<file path="config.mk">
export PLATFORM = sky130hd
export DESIGN_NAME = dma_load_fsm
export DESIGN_NICKNAME = d
export VERILOG_FILES = /design/src/rtl/dma_load_pkg.sv /design/src/rtl/stream_buf_writer.sv /design/src/rtl/dma_load_fsm.sv
export SDC_FILE = /design/constraint.sdc
export NUM_CORES = 1
export LEC_CHECK = 0
export ABC_AREA = 0
export BUFFER_PORTS_ARGS = -buffer_cell sky130_fd_sc_hd__buf_2
export CORE_MARGIN = 2
export CORE_UTILIZATION = 52
export CTS_CLUSTER_DIAMETER = 80
export DETAILED_ROUTE_END_ITERATION = 16
export PLACE_DENSITY_LB_ADDON = 0.08
export REMOVE_ABC_BUFFERS = 1
export SYNTH_ARGS = -nofsm -noshare
export SYNTH_HDL_FRONTEND = slang
export SYNTH_SLANG_ARGS = --single-unit
</file>
<file path="constraint.sdc">
create_clock -name clk -period 3.7 [get_ports clk]
set_input_delay 0.185 -clock clk [delete_from_list [all_inputs] [get_ports clk]]
set_output_delay 0.185 -clock clk [all_outputs]
set_load 0.1 [all_outputs]
</file>
<file path="src/rtl/dma_load_pkg.sv">
// rtl/dma_load_pkg.sv - shared command codes, FSM states and error bit indices
package dma_load_pkg;

  localparam logic [1:0] CMD_IDLE  = 2'd0;
  localparam logic [1:0] CMD_PARAM = 2'd1;
  localparam logic [1:0] CMD_IMAGE = 2'd2;
  localparam logic [1:0] CMD_ACCEL = 2'd3;

  typedef enum logic [2:0] {
    S_IDLE,
    S_PARAM,
    S_IMAGE,
    S_RUN,
    S_WAIT,
    S_DONE
  } state_t;

  localparam int ERR_SHORT = 0;
  localparam int ERR_LONG  = 1;

endpackage

</file>
<file path="src/rtl/stream_buf_writer.sv">
// rtl/stream_buf_writer.sv - turns accepted stream beats into registered buffer writes
// and flags transfers that end short of, or run past, the buffer depth
module stream_buf_writer
  import dma_load_pkg::*;
#(
  parameter int DATA_W = 32,
  parameter int DEPTH  = 64,
  parameter int AW     = 6
) (
  input  logic              clk,
  input  logic              rst,
  input  logic              i_clear,
  input  logic              i_active,
  input  logic              i_abort,
  input  logic [DATA_W-1:0] i_tdata,
  input  logic              i_tvalid,
  input  logic              i_tlast,
  output logic              o_final,
  output logic              o_we,
  output logic [AW-1:0]     o_addr,
  output logic [DATA_W-1:0] o_wdata,
  output logic [1:0]        o_err
);

  localparam logic [AW-1:0] LAST_ADDR = AW'(DEPTH - 1);

  logic [AW-1:0]     r_cnt;
  logic              r_we;
  logic [AW-1:0]     r_addr;
  logic [DATA_W-1:0] r_wdata;
  logic [1:0]        r_err;

  logic w_beat;
  logic w_at_last;

  assign w_beat    = i_active & i_tvalid;
  assign w_at_last = (r_cnt == LAST_ADDR);
  assign o_final   = w_beat & (w_at_last | i_tlast);

  always_ff @(posedge clk or posedge rst) begin
    if (rst) begin
      r_cnt   <= '0;
      r_we    <= 1'b0;
      r_addr  <= '0;
      r_wdata <= '0;
      r_err   <= '0;
    end else begin
      r_we <= w_beat;
      if (w_beat) begin
        r_addr  <= r_cnt;
        r_wdata <= i_tdata;
      end
      // Holding on the final beat keeps the counter from wrapping past DEPTH-1.
      if (i_clear || i_abort) begin
        r_cnt <= '0;
      end else if (w_beat && !o_final) begin
        r_cnt <= r_cnt + 1'b1;
      end
      if (i_clear) begin
        r_err <= '0;
      end else if (o_final) begin
        if (i_tlast && !w_at_last) r_err[ERR_SHORT] <= 1'b1;
        if (w_at_last && !i_tlast) r_err[ERR_LONG]  <= 1'b1;
      end
    end
  end

  assign o_we    = r_we;
  assign o_addr  = r_addr;
  assign o_wdata = r_wdata;
  assign o_err   = r_err;

endmodule

</file>
<file path="src/rtl/dma_load_fsm.sv">
// rtl/dma_load_fsm.sv - executes PARAM_LOAD / IMAGE_LOAD / START_ACCEL commands
// and returns a one-cycle completion pulse to the control block
module dma_load_fsm
  import dma_load_pkg::*;
#(
  parameter int DATA_W      = 32,
  parameter int PARAM_DEPTH = 64,
  parameter int PARAM_AW    = 6,
  parameter int IMAGE_DEPTH = 1024,
  parameter int IMAGE_AW    = 10
) (
  input  logic                clk,
  input  logic                rst,
  input  logic [1:0]          i_state,
  output logic                o_state_cnvt,
  input  logic [DATA_W-1:0]   s_axis_tdata,
  input  logic                s_axis_tvalid,
  output logic                s_axis_tready,
  input  logic                s_axis_tlast,
  output logic                o_param_we,
  output logic [PARAM_AW-1:0] o_param_addr,
  output logic [DATA_W-1:0]   o_param_wdata,
  output logic                o_img_we,
  output logic [IMAGE_AW-1:0] o_img_addr,
  output logic [DATA_W-1:0]   o_img_wdata,
  output logic                o_accel_start,
  input  logic                i_accel_done,
  output logic                o_busy,
  output logic [1:0]          o_err
);

  state_t r_state;
  state_t w_next;
  logic   r_cnvt;

  logic       w_cmd_idle;
  logic       w_clear;
  logic       w_abort;
  logic       w_param_final;
  logic       w_img_final;
  logic [1:0] w_param_err;
  logic [1:0] w_img_err;

  assign w_cmd_idle = (i_state == CMD_IDLE);
  assign w_clear    = (r_state == S_IDLE) && ((i_state == CMD_PARAM) || (i_state == CMD_IMAGE));
  assign w_abort    = w_cmd_idle &&
                      ((r_state == S_PARAM) || (r_state == S_IMAGE) || (r_state == S_WAIT));

  always_ff @(posedge clk or posedge rst) begin
    if (rst) begin
      r_state <= S_IDLE;
      r_cnvt  <= 1'b0;
    end else begin
      r_state <= w_next;
      r_cnvt  <= (w_next == S_DONE) && (r_state != S_DONE);
    end
  end

  always_comb begin
    w_next        = r_state;
    s_axis_tready = 1'b0;
    o_accel_start = 1'b0;
    o_busy        = (r_state != S_IDLE);
    case (r_state)
      S_IDLE: begin
        case (i_state)
          CMD_PARAM: w_next = S_PARAM;
          CMD_IMAGE: w_next = S_IMAGE;
          CMD_ACCEL: w_next = S_RUN;
          default:   w_next = S_IDLE;
        endcase
      end
      S_PARAM: begin
        s_axis_tready = 1'b1;
        if (w_cmd_idle)         w_next = S_IDLE;
        else if (w_param_final) w_next = S_DONE;
      end
      S_IMAGE: begin
        s_axis_tready = 1'b1;
        if (w_cmd_idle)       w_next = S_IDLE;
        else if (w_img_final) w_next = S_DONE;
      end
      S_RUN: begin
        o_accel_start = 1'b1;
        w_next        = S_WAIT;
      end
      S_WAIT: begin
        if (w_cmd_idle)        w_next = S_IDLE;
        else if (i_accel_done) w_next = S_DONE;
      end
      // Stay parked until the control block drops the command, so a stale
      // command cannot retrigger the same operation.
      S_DONE: begin
        if (w_cmd_idle) w_next = S_IDLE;
      end
      default: w_next = S_IDLE;
    endcase
  end

  stream_buf_writer #(
    .DATA_W (DATA_W),
    .DEPTH  (PARAM_DEPTH),
    .AW     (PARAM_AW)
  ) u_param_writer (
    .clk      (clk),
    .rst      (rst),
    .i_clear  (w_clear),
    .i_active (r_state == S_PARAM),
    .i_abort  (w_abort),
    .i_tdata  (s_axis_tdata),
    .i_tvalid (s_axis_tvalid),
    .i_tlast  (s_axis_tlast),
    .o_final  (w_param_final),
    .o_we     (o_param_we),
    .o_addr   (o_param_addr),
    .o_wdata  (o_param_wdata),
    .o_err    (w_param_err)
  );

  stream_buf_writer #(
    .DATA_W (DATA_W),
    .DEPTH  (IMAGE_DEPTH),
    .AW     (IMAGE_AW)
  ) u_img_writer (
    .clk      (clk),
    .rst      (rst),
    .i_clear  (w_clear),
    .i_active (r_state == S_IMAGE),
    .i_abort  (w_abort),
    .i_tdata  (s_axis_tdata),
    .i_tvalid (s_axis_tvalid),
    .i_tlast  (s_axis_tlast),
    .o_final  (w_img_final),
    .o_we     (o_img_we),
    .o_addr   (o_img_addr),
    .o_wdata  (o_img_wdata),
    .o_err    (w_img_err)
  );

  assign o_state_cnvt = r_cnvt;
  assign o_err        = w_param_err | w_img_err;

endmodule

</file>
==> results.ini, run 1 <==
[status]
outcome=complete, no violations

[sta]
fin_skew_ps=9.985
slew_headroom_pct=56.15
final-max-slew-violation-count=0
fmax_ghz=0.4044
max_slew.worst_pin.slew_ps=657.4
hold_viol=0
setup_viol=0
finalCriticalPeriod_ps=2473
post-route-period-util_pct=66.83
tns_ps=0
rsz0062_at_grt=no

[cts]
cts_max_level=3
cts_num_sinks=106
cts_root_buf=clkbuf_8
path_clk_slew_ps=100
cts_tree=done
ctsResizeCount=0
hold_buffers=1
clockBufferDepth=2
cts_buffers=9
clock_latency_ps=360
postCtsSetupRepairBufs=0

[worst_hold_path]
hold_depth=3
hold_start=s_axis_tdata[1]
hold_end=u_param_writer.o_wdata[1]$_DFFE_PP0P_
hold_path_class=in -> reg

[yosys]
synth.cell_area_sq_um=4392
synth_top_flop_cell=dfrtp_1
ys_async_sr_fraction_pct=100.0
synth-seq-cells=106
synth.avg_cell_area_sq_um=11.09
ys_seq_area_share_pct=60.40
ys_warn_count=0
synth_xor_area_share_pct=2.991
synth_compound_area_share_pct=2.906
synth-edff-count=0
synth_top_family_by_area=simple AND/OR/NAND/NOR gates
synthCells=396
synthAdderAreaFrac_pct=1.709
synth_cell_types=36
yosys.area_share.simple_pct=18.09
synthMuxAreaShare_pct=11.23

[grt]
grt_max_degree=51
grt_pass1_wl_um=14500
grt_pass1_vias=3019
grt_usage_pct=20.28
grt_antenna_before_repair=0
grt_overflow=0

[critical_path]
r2r_start=r_state[1]$_DFF_PP0_
critPathMaxStageDelay_ps=710
critPathKind=reg -> reg
critical_path_buf_inv_count=2
crit_path_start_kind=flip-flop
end_kind=flip-flop
crit_path_frequent_cell=nand2_1
crit_family=buffers and inverters
cp_max_fo=27
cp.required_ps=4000
r2r_end=u_param_writer.o_wdata[25]$_DFFE_PP0P_
r2r_cells=5
cp.arrival_ps=2770
cp_slowest_cell=nand4bb_2
worstPathCellList=nand4bb_2, inv_1, buf_4, nand2_1, nand2_1
rrSetupSlack_ps=1230

[drt]
first_pass_iters=4
route.detailed.drc=0
antenna_left=0
wl_per_cell_um=14.60
viasPerCell=5.062
drt-initial-drc-count=115
vias=3199
routed_wirelength_um=9226

[floorplan]
die_x_um=95.90
core-area_sq_um=8217
die_area_sq_um=9197
pin_count=127
initial_utilization_pct=53.45
placementRows=33
die_h_um=95.90

[place]
dp_hpwl_um=6719
globalplace.congestion=0.8015
io_buffers=126

[finish]
nets=567
insertedDiodeCount=0
syn2layout_area_growth_pct=20.88
drive_gt1_share_pct=38.33

[run]
drv_cap=0

[routing by layer]
layer	wire (um)	GRT usage (%)
met5	0	0
met3	458	3.054
met1	4498	29.75
met4	116	6.310
met2	4152	31.41
[cell type report]
cell class / count / area (sq um)
Timing Repair Buffer: 133 / 685.7
Clock inverter: 6 / 47.55
Tap cell: 105 / 131.4
Inverter: 8 / 32.53
Multi-Input combinational cell: 264 / 1622
Clock buffer: 10 / 137.6
Fill cell: 670 / 2908
Sequential cell: 106 / 2653
[through the flow]
step | hold WS [ps] | worst slack, ps | util, % | cells | area [sq um]
2_1_floorplan | 290.4 | 726.1 | - | 378 | 4304
3_3_place_gp | 169.1 | 1299 | 62.24 | 615 | 5114
3_5_place_dp | 167.2 | 1252 | 62.24 | 615 | 5114
4_1_cts | 7.883 | 1218 | 64.61 | 632 | 5309
5_1_grt | 21.06 | 1028 | 64.61 | 632 | 5309
6_report | 22.29 | 1227 | 64.61 | 632 | 5309
[how the worst max path moves through the flow]
stage / cells after the start / slack [ps] / to / from
2_1_floorplan: 1 / 730 / o_state_cnvt$_DFF_PP0_ / rst
3_3_place_gp: 5 / 1300 / u_param_writer.o_wdata[19]$_DFFE_PP0P_ / r_state[1]$_DFF_PP0_
3_5_place_dp: 5 / 1250 / u_param_writer.o_wdata[28]$_DFFE_PP0P_ / r_state[1]$_DFF_PP0_
4_1_cts: 5 / 1220 / u_param_writer.o_wdata[6]$_DFFE_PP0P_ / r_state[1]$_DFF_PP0_
5_1_grt: 5 / 1030 / u_param_writer.o_wdata[26]$_DFFE_PP0P_ / r_state[1]$_DFF_PP0_
6_report: 5 / 1230 / u_param_writer.o_wdata[25]$_DFFE_PP0P_ / r_state[1]$_DFF_PP0_
[Yosys cell counts, drive strengths merged, types with 3 or more instances]
library cell | count | area share [%]
a21oi | 7 | 0.80
a31oi | 3 | 0.43
and3 | 4 | 0.57
buf | 9 | 1.2
clkbuf | 9 | 0.77
dfrtp | 106 | 60
ha | 6 | 1.7
inv | 8 | 0.68
mux2 | 42 | 11
nand2 | 123 | 11
nand3 | 6 | 0.68
nand4 | 5 | 0.71
nor2 | 25 | 2.1
or2 | 3 | 0.43
or3 | 3 | 0.43
xnor2 | 3 | 0.60
xor2 | 12 | 2.4
[worst reg2reg max path: stages, from the launching register on]
cell,delay [ps]
dfrtp_1,520
nand4bb_2,710
inv_1,620
buf_4,380
nand2_1,110
nand2_1,70
[cells by family (layout without fill, tap and decap cells)]
logic type	count (synthesis)	count (layout)
mux	44	44
fa+ha+maj	6	6
xor+xnor	15	15
flops	106	106
simple gates	182	182
compound gates	17	17
buf+inv	26	157
[flip-flops by register name, summed over array words and instances (netlist names)]
signal and flops:
u_img_writer.o_wdata 32, u_param_writer.o_wdata 32, u_img_writer.o_addr 10, u_img_writer.r_cnt 10
u_param_writer.o_addr 6, u_param_writer.r_cnt 6, r_state 3, u_img_writer.o_err 2
u_param_writer.o_err 2, o_state_cnvt 1, u_img_writer.o_we 1, u_param_writer.o_we 1
[cells in the final DEF, fill, tap and decap left out, types with 2 or more instances in the layout]
master      n
mux2i_1     2
clkinv_4    2
clkbuf_8   10
xnor2_1     3
mux2_2     42
xor2_1     12
or2_2       3
nor3_1      2
inv_6       2
buf_4       6
nor2_1     25
dfrtp_1   106
nand4b_1    2
a31oi_1     3
a21oi_1     7
nand4_1     5
and4bb_2    2
nand3_1     6
buf_2     126
or3_1       3
and4_1      2
inv_1       7
nand2_1   123
ha_1        6
and3_1      4
Power of run 1 is left out: the tool's default activity adds up to more than one toggle a clock period on the data nets, which glitch-free logic cannot reach.
==> inputs of run 2 (changes only) <==
Clock period 3.7 ns to 2.38 ns, I/O delays scaled along.
==> results.ini, run 2 (synthesis gave the netlist of run 1 again) <==
[status]
outcome=complete, no violations

[critical_path]
critical_path_buf_inv_count=0  ; -2
cp.required_ps=2590  ; -1410 ps
cp_slowest_cell=dfrtp_1
cp_max_fo=12  ; -56%
worstPathCellList=nand4bb_2, a211oi_2, nand4_1, xor2_1, nor2_1
crit_path_start_kind=flip-flop
end_kind=flip-flop
crit_family=simple AND/OR/NAND/NOR gates
r2r_cells=5  ; unchanged
rrSetupSlack_ps=380  ; -840 ps
critPathMaxStageDelay_ps=510  ; -200 ps
r2r_start=r_state[2]$_DFF_PP0_
cp.arrival_ps=2200  ; -570 ps
critPathKind=reg -> reg
r2r_end=u_param_writer.r_cnt[4]$_DFFE_PP0P_

[sta]
setup_slack_ps=384.3  ; -842.8 ps
fmax_ghz=0.5011  ; +24%
hold_viol=0  ; unchanged
setup_viol=0  ; unchanged
fin_skew_ps=14.48  ; +4.494 ps
max_slew.worst_pin.slew_ps=1071  ; +413.1 ps
rsz0062_at_grt=no
slew_headroom_pct=28.15  ; -28 points
final-max-slew-violation-count=0  ; unchanged
finalCriticalPeriod_ps=1996  ; -477.2 ps
post-route-period-util_pct=83.85  ; +17 points

[drt]
routed_wirelength_um=9513  ; +3.1%
drt-initial-drc-count=99  ; -14%
wl_per_cell_um=14.35  ; -1.7%
vias=3284  ; +2.7%
first_pass_iters=4  ; unchanged
antenna_left=0  ; unchanged
viasPerCell=4.953  ; -2.1%
route.detailed.drc=0  ; unchanged

[finish]
final_cell_mix=buf_2 (126), nand2_1 (123), dfrtp_1 (106)
fill_cells=646  ; -3.6%
insertedDiodeCount=0  ; unchanged
drive_gt1_share_pct=36.02  ; -2.3 points
final_cell_area_sq_um=5653  ; +6.5%
final_common_cell=buf_2
nets=599  ; +5.6%
syn2layout_area_growth_pct=28.72

[grt]
grt_antenna_before_repair=0  ; unchanged
grt_max_degree=62  ; +22%
grt_pass1_vias=3175  ; +5.2%
grt_usage_pct=21.15  ; +0.87 points
grt_pass1_wl_um=14880  ; +2.6%
grt_overflow=0  ; unchanged

[worst_hold_path]
hold_end=u_param_writer.o_err[0]$_DFFE_PP0P_
hold_start=s_axis_tlast
hold_depth=3  ; unchanged
hold_path_class=in -> reg

[cts]
clockBufferDepth=2  ; unchanged
path_clk_slew_ps=90  ; about the same
cts_root_buf=clkbuf_8
clock_latency_ps=370  ; about the same
cts_max_level=3  ; unchanged
cts_tree=done
hold_buffers=33  ; +32
cts_buffers=9  ; unchanged
ctsResizeCount=0  ; unchanged
postCtsSetupRepairBufs=0  ; unchanged
cts_num_sinks=106  ; unchanged

[floorplan]
die_x_um=95.90  ; unchanged
core-area_sq_um=8217  ; unchanged
die_h_um=95.90  ; unchanged
die_area_sq_um=9197  ; unchanged
placementRows=33  ; unchanged
pin_count=127  ; unchanged
initial_utilization_pct=53.45  ; unchanged

[place]
dp_slack_ps=361.4  ; -890.5 ps
dp_hpwl_um=6462  ; -3.8%
globalplace.congestion=0.8218  ; +2.5%
dpl_cell_area_sq_um=5139  ; +0.49%
io_buffers=126  ; unchanged

[run]
drv_cap=0  ; unchanged

==> run 2: cell count changes in the layout (fill, tap and decap cells not counted), sizes merged <==
cell         change
clkinvlp         -1
inv              +2
clkinv           -2
dlygate4sd3     +32
==> run 2: metal layers <==
metal / vias up / part of all wire [%] / global-route usage (%)
met5: - / 0 / 0
met4: 0 / 1.9 / 8.810
met3: 14 / 4.9 / 4.307
met2: 87 / 47 / 35.14
met1: 1568 / 46 / 27.14
li1: 1615 / - / -
==> run 2: tightest hold or removal path, delay by kind of cell <==
kind                   cells  cell delay (ps)
buffers and inverters      1              140
AOI/OAI and AO/OA          1               90
and+or+nand+nor            1               70
==> run 2: layout make-up <==
type                       instances  area (sq um)  share of cell area, %
clock buffer                      10         137.6                  2.435
inverter                           8         32.53                 0.5755
timing repair buffer             165          1031                  18.24
multi-input combinational        264          1622                  28.69
tap                              105         131.4                  2.324
sequential                       106          2653                  46.92
clock inverter                     5         46.29                 0.8189
==> run 2: stage by stage <==
stage          hold WS, ps  util (%)  cells  TNS [ps]
5_1_grt              107.9     68.80    663         0
4_1_cts              82.10     68.80    663         0
3_5_place_dp         216.9     62.54    615         0
3_3_place_gp         219.3     62.54    615         0
6_report             107.9     68.80    663         0
2_1_floorplan        224.4         -    378    -56060
==> run 2: how the worst max path moves through the flow <==
| stage | start | endpoint | slack (ps) | depth (start not counted) |
|---|---|---|---|---|
| floorplan | rst | o_state_cnvt$_DFF_PP0_ | -530 | 1 |
| global placement | i_state[0] | u_param_writer.r_cnt[4]$_DFFE_PP0P_ | 430 | 8 |
| detailed placement | i_state[0] | u_img_writer.r_cnt[8]$_DFFE_PP0P_ | 360 | 8 |
| CTS | r_state[2]$_DFF_PP0_ | u_img_writer.r_cnt[8]$_DFFE_PP0P_ | 360 | 5 |
| global route | r_state[2]$_DFF_PP0_ | u_img_writer.r_cnt[8]$_DFFE_PP0P_ | 150 | 5 |
| finish | r_state[2]$_DFF_PP0_ | u_param_writer.r_cnt[4]$_DFFE_PP0P_ | 380 | 5 |
Power of run 2 is left out for the same reason.
==> inputs of run 3 (changes only) <==
Clock period 2.38 ns to 2.1 ns, I/O delays scaled along.
==> results.ini, run 3 (synthesis gave the netlist of run 1 again) <==
[critical_path]
worstPathCellList=nand4bb_2, a211oi_2, nand4_1, xor2_1, nor2_1
r2r_cells=5  ; unchanged
cp_slowest_cell=a211oi_2
crit_family=simple AND/OR/NAND/NOR gates
r2r_start=r_state[2]$_DFF_PP0_
path_depth=5  ; unchanged
rrSetupSlack_ps=220  ; -160 ps
r2r_end=u_param_writer.r_cnt[5]$_DFFE_PP0P_
critPathMaxStageDelay_ps=520  ; about the same
end_kind=flip-flop
cp.required_ps=2340  ; -250 ps
crit_path_start_kind=flip-flop
cp_max_fo=8  ; -4
cp.arrival_ps=2120  ; -80 ps
critical_path_buf_inv_count=0  ; unchanged
critPathKind=reg -> reg

[floorplan]
pin_count=127  ; unchanged
core-area_sq_um=8217  ; unchanged
initial_utilization_pct=53.45  ; unchanged
die_area_sq_um=9197  ; unchanged
die_h_um=95.90  ; unchanged
placementRows=33  ; unchanged
die_x_um=95.90  ; unchanged

[grt]
grt_antenna_before_repair=0  ; unchanged
grt_pass1_vias=3376  ; +6.3%
grt_max_degree=46  ; -26%
grt_pass1_wl_um=15920  ; +7.0%
grt_usage_pct=22.50  ; +1.4 points
grt_overflow=0  ; unchanged

[worst_hold_path]
hold_start=s_axis_tlast
hold_path_class=in -> reg
hold_depth=3  ; unchanged
hold_end=u_img_writer.o_err[0]$_DFFE_PP0P_

[drt]
vias=3393  ; +3.3%
routed_wirelength_um=9853  ; +3.6%
route.detailed.drc=0  ; unchanged
drt-initial-drc-count=109  ; +10%
antenna_left=0  ; unchanged
wl_per_cell_um=14.73  ; +2.6%
first_pass_iters=4  ; unchanged
viasPerCell=5.072  ; +2.4%

[cts]
path_clk_slew_ps=90  ; about the same
cts_num_sinks=106  ; unchanged
hold_buffers=33  ; unchanged
clock_latency_ps=360  ; about the same
postCtsSetupRepairBufs=0  ; unchanged
cts_root_buf=clkbuf_8
clockBufferDepth=2  ; unchanged
ctsResizeCount=0  ; unchanged
cts_buffers=9  ; unchanged
cts_tree=done
cts_max_level=3  ; unchanged

[place]
place_inst=620  ; +0.81%
io_buffers=126  ; unchanged
globalplace.congestion=0.7981  ; -2.9%
dp_hpwl_um=6782  ; +5.0%

[finish]
final_cell_mix=buf_2 (126), nand2_1 (123), dfrtp_1 (106)
nets=604  ; +0.83%
final_common_cell=buf_2
insertedDiodeCount=0  ; unchanged
fill_cells=638  ; -1.2%
final_cells=669  ; +0.90%
drive_gt1_share_pct=36.70  ; +0.68 points
multi_input_area_sq_um=1622  ; unchanged
seq_area_sq_um=2653  ; unchanged
syn2layout_area_growth_pct=29.63

[sta]
hold_viol=0  ; unchanged
max_slew.worst_pin.slew_ps=511.3  ; -559.3 ps
post-route-period-util_pct=89.48  ; +5.6 points
fin_skew_ps=9.848  ; -4.631 ps
setup_viol=0  ; unchanged
rsz0062_at_grt=no
fmax_ghz=0.5322  ; +6.2%
finalCriticalPeriod_ps=1879  ; -116.5 ps
slew_headroom_pct=66.15  ; +38 points
final-max-slew-violation-count=0  ; unchanged

[status]
outcome=complete, no violations

[run]
drv_cap=0  ; unchanged

[run 3: final cells by class]
type	instances	area share, %
clock buffers	10	2.418
clock inverters	6	0.8571
inverters	8	0.5714
multi-input cells	264	28.48
flip-flops and latches	106	46.59
well taps	105	2.308
repair buffers	170	18.77
[run 3: layer usage]
metal	global-route usage (%)	vias up	wire length, um
li1	-	1624	-
met1	29.26	1673	4512
met2	37.70	86	4721
met3	4.385	10	503
met4	8.214	0	114
met5	0	-	0
[run 3: worst min-delay path, delay by kind of cell]
family	cells	cell delay, ps
simple gates	1	40
buf+inv	1	140
compound gates	1	130
[run 3: worst max-delay path by stage]
stage,startpoint,to
after floorplan,rst,o_state_cnvt$_DFF_PP0_
after global placement,r_state[2]$_DFF_PP0_,u_param_writer.r_cnt[4]$_DFFE_PP0P_
after detailed placement,r_state[2]$_DFF_PP0_,u_param_writer.r_cnt[5]$_DFFE_PP0P_
after CTS,r_state[2]$_DFF_PP0_,u_param_writer.r_cnt[5]$_DFFE_PP0P_
after global routing,r_state[2]$_DFF_PP0_,u_param_writer.r_cnt[5]$_DFFE_PP0P_
final,r_state[2]$_DFF_PP0_,u_param_writer.r_cnt[5]$_DFFE_PP0P_
[run 3: metrics by stage]
step	utilization, %	setup TNS (ps)	area [sq um]	hold WS, ps	setup slack [ps]
final	69.29	0	5693	102.2	220.9
after global routing	69.29	0	5693	132.1	71.01
after CTS	69.29	0	5693	77.08	202.5
after detailed placement	63.00	0	5176	175.6	228.1
after global placement	63.00	0	5176	174.7	318.5
after floorplan	-	-94360	4304	210.4	-793.9
Power of run 3 is left out for the same reason.
